==> config.mk <==
export PLATFORM = sky130hd
export DESIGN_NAME = pc_sequencer_flat
export DESIGN_NICKNAME = d
export VERILOG_FILES = /design/src/rtl/pc_sequencer_if.sv /design/src/rtl/pc_sequencer.sv /design/src/flat_wrapper.sv
export SDC_FILE = /design/constraint.sdc
export NUM_CORES = 1
export LEC_CHECK = 0
export ABC_AREA = 1
export BUFFER_PORTS_ARGS = -buffer_cell sky130_fd_sc_hd__buf_2
export CORE_MARGIN = 2
export CORE_UTILIZATION = 44
export CTS_CLUSTER_SIZE = 40
export DETAILED_ROUTE_END_ITERATION = 16
export PLACE_DENSITY = 0.89
export SKIP_CTS_REPAIR_TIMING = 1
export SLEW_MARGIN = 10
export SYNTH_ARGS = -nofsm -noshare
export SYNTH_HDL_FRONTEND = slang
export SYNTH_SLANG_ARGS = --single-unit
==> constraint.sdc <==
create_clock -name clk -period 2.6 [get_ports clk]
set_clock_uncertainty 0.15 [all_clocks]
set_input_delay 0.13 -clock clk [delete_from_list [all_inputs] [get_ports clk]]
set_output_delay 0.13 -clock clk [all_outputs]
set_load 0.01 [all_outputs]
==> src/rtl/pc_sequencer_if.sv <==
// Fetch-side bundle between the Y86-64 fetch stage and the PC sequencer.
// The master drives instruction, stall and redirect information; the slave returns the fetch address and status.
interface pc_sequencer_if #(
    parameter int DATA_WID = 64
);
    logic [3:0]          icode;
    logic [DATA_WID-1:0] valC;
    logic                instr_valid;
    logic                stall;
    logic                redirect;
    logic [DATA_WID-1:0] redirect_pc;
    logic                ret_valid;
    logic [DATA_WID-1:0] ret_pc;
    logic [DATA_WID-1:0] pc;
    logic [DATA_WID-1:0] valP;
    logic                pc_valid;
    logic                halted;
    logic                bad_instr;

    modport master (
        output icode, valC, instr_valid, stall, redirect, redirect_pc, ret_valid, ret_pc,
        input  pc, valP, pc_valid, halted, bad_instr
    );

    modport slave (
        input  icode, valC, instr_valid, stall, redirect, redirect_pc, ret_valid, ret_pc,
        output pc, valP, pc_valid, halted, bad_instr
    );
endinterface

==> src/rtl/pc_sequencer.sv <==
// Y86-64 fetch-address sequencer: registered PC, sequential successor (valP),
// taken prediction for JXX/CALL, a RET hold-off, and HALT/ERROR status.
module pc_sequencer #(
    parameter int                  DATA_WID = 64,
    parameter logic [DATA_WID-1:0] RESET_PC = '0,
    parameter bit                  IADDQ_EN = 1'b1
) (
    input logic           clk,
    input logic           rst,
    pc_sequencer_if.slave bus
);
    localparam logic [3:0] I_HALT  = 4'h0;
    localparam logic [3:0] I_NOP   = 4'h1;
    localparam logic [3:0] I_RRMOV = 4'h2;
    localparam logic [3:0] I_IRMOV = 4'h3;
    localparam logic [3:0] I_RMMOV = 4'h4;
    localparam logic [3:0] I_MRMOV = 4'h5;
    localparam logic [3:0] I_OP    = 4'h6;
    localparam logic [3:0] I_JXX   = 4'h7;
    localparam logic [3:0] I_CALL  = 4'h8;
    localparam logic [3:0] I_RET   = 4'h9;
    localparam logic [3:0] I_PUSH  = 4'hA;
    localparam logic [3:0] I_POP   = 4'hB;
    localparam logic [3:0] I_IADDQ = 4'hC;

    typedef enum logic [1:0] {
        ST_RUN,
        ST_RET_WAIT,
        ST_HALT,
        ST_ERROR
    } state_t;

    state_t              state;
    state_t              state_next;
    logic [DATA_WID-1:0] pc_reg;
    logic [DATA_WID-1:0] pc_next;
    logic [3:0]          len;
    logic                icode_ok;

    // Instruction length decode; undefined icodes contribute zero and are flagged.
    always_comb begin
        len      = 4'd0;
        icode_ok = 1'b1;
        case (bus.icode)
            I_HALT:                        len = 4'd0;
            I_NOP, I_RET:                  len = 4'd1;
            I_RRMOV, I_OP, I_PUSH, I_POP:  len = 4'd2;
            I_JXX, I_CALL:                 len = 4'd9;
            I_IRMOV, I_RMMOV, I_MRMOV:     len = 4'd10;
            I_IADDQ: begin
                if (IADDQ_EN) begin
                    len = 4'd10;
                end else begin
                    icode_ok = 1'b0;
                end
            end
            default:                       icode_ok = 1'b0;
        endcase
    end

    assign bus.valP = pc_reg + DATA_WID'(len);

    // Redirect beats a pending return, which beats stall, which beats normal advance.
    always_comb begin
        pc_next    = pc_reg;
        state_next = state;
        if (bus.redirect) begin
            pc_next    = bus.redirect_pc;
            state_next = ST_RUN;
        end else if (state == ST_RET_WAIT && bus.ret_valid) begin
            pc_next    = bus.ret_pc;
            state_next = ST_RUN;
        end else if (bus.stall) begin
            pc_next    = pc_reg;
            state_next = state;
        end else if (state == ST_RUN && bus.instr_valid) begin
            if (!icode_ok) begin
                state_next = ST_ERROR;
            end else begin
                case (bus.icode)
                    I_JXX, I_CALL: pc_next    = bus.valC;
                    I_RET:         state_next = ST_RET_WAIT;
                    I_HALT:        state_next = ST_HALT;
                    default:       pc_next    = bus.valP;
                endcase
            end
        end
    end

    always_ff @(posedge clk or posedge rst) begin
        if (rst) begin
            pc_reg <= RESET_PC;
            state  <= ST_RUN;
        end else begin
            pc_reg <= pc_next;
            state  <= state_next;
        end
    end

    assign bus.pc        = pc_reg;
    assign bus.pc_valid  = (state == ST_RUN);
    assign bus.halted    = (state == ST_HALT);
    assign bus.bad_instr = (state == ST_ERROR);
endmodule

==> src/flat_wrapper.sv <==
// flat-port wrapper written by rule: the top's interface ports become plain ports
module pc_sequencer_flat 
#(
    parameter int                  DATA_WID = 64,
    parameter logic [DATA_WID-1:0] RESET_PC = '0,
    parameter bit                  IADDQ_EN = 1'b1
)
  (clk, rst, bus_icode, bus_valC, bus_instr_valid, bus_stall, bus_redirect, bus_redirect_pc, bus_ret_valid, bus_ret_pc, bus_pc, bus_valP, bus_pc_valid, bus_halted, bus_bad_instr);
  pc_sequencer_if #(.DATA_WID(DATA_WID)) bus_i ();
  input logic clk;
  input logic rst;
  input wire logic [$bits(bus_i.icode)-1:0] bus_icode;
  input wire logic [$bits(bus_i.valC)-1:0] bus_valC;
  input wire logic [$bits(bus_i.instr_valid)-1:0] bus_instr_valid;
  input wire logic [$bits(bus_i.stall)-1:0] bus_stall;
  input wire logic [$bits(bus_i.redirect)-1:0] bus_redirect;
  input wire logic [$bits(bus_i.redirect_pc)-1:0] bus_redirect_pc;
  input wire logic [$bits(bus_i.ret_valid)-1:0] bus_ret_valid;
  input wire logic [$bits(bus_i.ret_pc)-1:0] bus_ret_pc;
  output wire logic [$bits(bus_i.pc)-1:0] bus_pc;
  output wire logic [$bits(bus_i.valP)-1:0] bus_valP;
  output wire logic [$bits(bus_i.pc_valid)-1:0] bus_pc_valid;
  output wire logic [$bits(bus_i.halted)-1:0] bus_halted;
  output wire logic [$bits(bus_i.bad_instr)-1:0] bus_bad_instr;
  assign bus_i.icode = bus_icode;
  assign bus_i.valC = bus_valC;
  assign bus_i.instr_valid = bus_instr_valid;
  assign bus_i.stall = bus_stall;
  assign bus_i.redirect = bus_redirect;
  assign bus_i.redirect_pc = bus_redirect_pc;
  assign bus_i.ret_valid = bus_ret_valid;
  assign bus_i.ret_pc = bus_ret_pc;
  assign bus_pc = bus_i.pc;
  assign bus_valP = bus_i.valP;
  assign bus_pc_valid = bus_i.pc_valid;
  assign bus_halted = bus_i.halted;
  assign bus_bad_instr = bus_i.bad_instr;
  pc_sequencer #(.DATA_WID(DATA_WID), .RESET_PC(RESET_PC), .IADDQ_EN(IADDQ_EN)) u_core (.clk(clk), .rst(rst), .bus(bus_i));
endmodule
==> impl_metrics.tcl <==
set metrics [dict create \
    status "complete, but fails checks" \
    failed_checks "negative hold slack" \
    crit_path_start_kind "flop" \
    synthCells 1421 \
    period_minus_slack_ns 2.51 \
    final_max_slew_viol_count 0 \
    peakVddDrop_uv 321 \
    tightestPinTransition_ns 0.769 \
    grt_pass1_wl_um 48000 \
    cts.clk_slew.worst_paths_ns 0.06 \
    initial_core_util 0.448 \
    n_antenna_cell 0 \
    insertion_delay_ns 0.35 \
    post-route-period-util 0.967 \
    ys_seq_elements 66 \
    vias 10500 \
    synth_ff_type "dfrtp_1" \
    synth-edff-count 0 \
    fillCellCount 1613 \
    crit_fanout 5 \
    hold_viol_final 33 \
    ys_types 35 \
    critPathKind "flop to primary output" \
    setup_viol 0 \
    largest_register_ffs 64 \
    grt_use_total 0.343 \
    max_cap_viol_count 0 \
    end_kind "primary output" \
    wl_um 32200 \
    place.gp.congestion 0.964 \
    fin_nets 2011 \
    whs_ns -0.0592 \
    syn2layout_area_growth_pct 40.9 \
    p_per_area_nw_per_um2 498 \
    worstReg2RegStart "u_core.state[0]$_DFFE_PP0P_" \
    first_pass_iters 7 \
    whs_endpoint "u_core.bus.pc[33]$_DFFE_PP0P_" \
    critPathArrivalTime_ns 2.23 \
    drc 0 \
    reg2reg_to "u_core.bus.pc[1]$_DFFE_PP0P_" \
    final.setup.worst_slack_ns 0.0862 \
    numCtsBuffers 9 \
    portBuffers 332 \
    core.rowCount 47 \
    cts_tree "built" \
    hold_path_depth 5 \
    die_x_um 134 \
    comb_power_share 0.451 \
    final_antenna_net_count 0 \
    cp.required_ns 2.32 \
    avgSynthCellArea_um2 5.19 \
    hold_path.class "primary input to flop" \
    max_freq_mhz 398 \
    coreArea_um2 16500 \
    via_per_inst 5.20 \
    place_ws_ns -0.0775 \
    grt_max_degree 62 \
    p_sw_mw 2.26 \
    drive_gt1_frac 0.266 \
    synth_area_um2 7380 \
    synth_nets 1627 \
    cts_sinks 66 \
    htreeDepth 3 \
    p_leak_nw 5.88 \
    clock_path_buffers 2 \
    ys_seq_area_frac 0.224 \
    antenna_found_initial 0 \
    r2r_slack_ns 0.19 \
    dpl.hpwl_um 25100 \
    fin_tns_setup_ns 0 \
    chipHeight_um 134 \
    min_from "bus_ret_pc[33]" \
    yosys_warnings 0 \
    dieArea_um2 17800 \
    power.share.clock 0.245 \
    p_sw_frac 0.436 \
    seq_power_share 0.303 \
    drt-wirelength-per-cell_um 15.9 \
    overflow 0 \
    io-pin-count 333 \
    slew_headroom 0.487 \
    synth-async-reset-ratio 1.00 \
    reg2reg_depth 8 \
    clockRootBuffer "clkbuf_16" \
    grt_pass1_vias 9119 \
    drt_iter0_drc 948 \
    p_int_mw 2.92 \
]
[through the flow]
| stage | power, mW | area (um2) | util | hold slack, ns | std cells |
|---|---|---|---|---|---|
| 3_3_place_gp | 3.74 | 9570 | 0.581 | 0.155 | 1971 |
| 5_1_grt | 5.49 | 10400 | 0.632 | 0.000725 | 2029 |
| 6_report | 5.18 | 10400 | 0.632 | -0.0592 | 2029 |
| 2_1_floorplan | 2.72 | 7400 | - | 0.125 | 1421 |
| 4_1_cts | 5.03 | 9870 | 0.599 | -0.195 | 1986 |
| 3_5_place_dp | 3.76 | 9570 | 0.581 | 0.173 | 1971 |
[cell families (layout without fill, tap and decap cells)]
kind of cell,Yosys count,after routing,synth area share
XOR/XNOR,16,16,0.0200
adder cells (fa/ha/maj),4,4,0.00780
buffers and inverters,180,568,0.0941
AO/OA/AOI/OAI,94,94,0.0692
AND/OR/NAND/NOR,1061,1061,0.585
flip-flops,66,66,0.224
[layer usage]
metal | up-vias | track usage | wire (um)
met5 | - | 0 | 0
met2 | 629 | 0.558 | 14800
met1 | 4701 | 0.472 | 13600
li1 | 5140 | - | -
met4 | 0 | 0.105 | 848
met3 | 74 | 0.0502 | 2990
[area by class of cell]
cell class,count,area (um2),share of cell area
clock inverter,5,55.1,0.00529
tap,220,275,0.0265
inverter,126,479,0.0461
timing repair buffer,427,2540,0.244
sequential,66,1660,0.159
clock buffer,10,239,0.0230
multi-input combinational,1175,5160,0.496
[worst max path at each step]
stage                                      start                       endpoint  cells past startpoint
floorplan                           bus_icode[3]  u_core.bus.pc[30]$_DFFE_PP0P_                     21
global placement                    bus_icode[1]  u_core.bus.pc[23]$_DFFE_PP0P_                     18
detailed placement                  bus_icode[1]  u_core.bus.pc[23]$_DFFE_PP0P_                     18
CTS                 u_core.bus.pc[3]$_DFFE_PP0P_                   bus_valP[23]                     10
global route                        bus_icode[3]                   bus_valP[42]                     18
finish              u_core.bus.pc[3]$_DFFE_PP0P_                   bus_valP[31]                     10
[cells in the mapped netlist (6+ instances only)]
library cell,count,area share
nand4_1,19,0.016
and2_1,6,0.0051
or2_2,15,0.013
a21oi_1,33,0.022
inv_1,120,0.061
o21ai_0,26,0.018
nor2_1,313,0.16
o21ai_1,19,0.013
nand3_1,97,0.066
nand2_2,11,0.0093
clkbuf_1,37,0.019
buf_2,15,0.010
nor2_2,10,0.0085
dfrtp_1,66,0.22
nand2_1,580,0.29
xor2_1,10,0.012
[critical path, cell delays in order, from the launching register on]
cell	delay (ns)
dfrtp_1	0.42
ha_4	0.30
nand2_2	0.11
nor2_4	0.15
nand2_1	0.10
nand2_4	0.10
nand2_2	0.11
nor2_4	0.23
nand2_1	0.07
nand2_1	0.12
buf_2	0.17
[power groups by stage]
stage | combinational [mW] | sequential (mW) | clock, mW
floorplan | 1.19 | 1.53 | 0
global placement | 2.18 | 1.56 | 0
detailed placement | 2.20 | 1.56 | 0
CTS | 2.21 | 1.55 | 1.27
global route | 2.57 | 1.59 | 1.33
finish | 2.34 | 1.57 | 1.27
[cells in the final DEF, fill, tap and decap left out, drive strengths merged]
cell type    count
or2             16
a41oi            3
nor2           327
a21boi           1
dfrtp           66
nand2          592
and2             6
ha               3
o21bai           5
o211ai           3
buf            387
xor2            11
clkbuf          10
bufinv           1
a21o             1
o21ai           45
o22ai            2
fa               1
nand3b           4
a21oi           33
clkinv           6
clkinvlp         2
dlygate4sd3     40
nand3           97
inv            122
a31oi            1
xnor2            5
nand4           19
No activity file was read; power rests on OpenSTA's default activity.
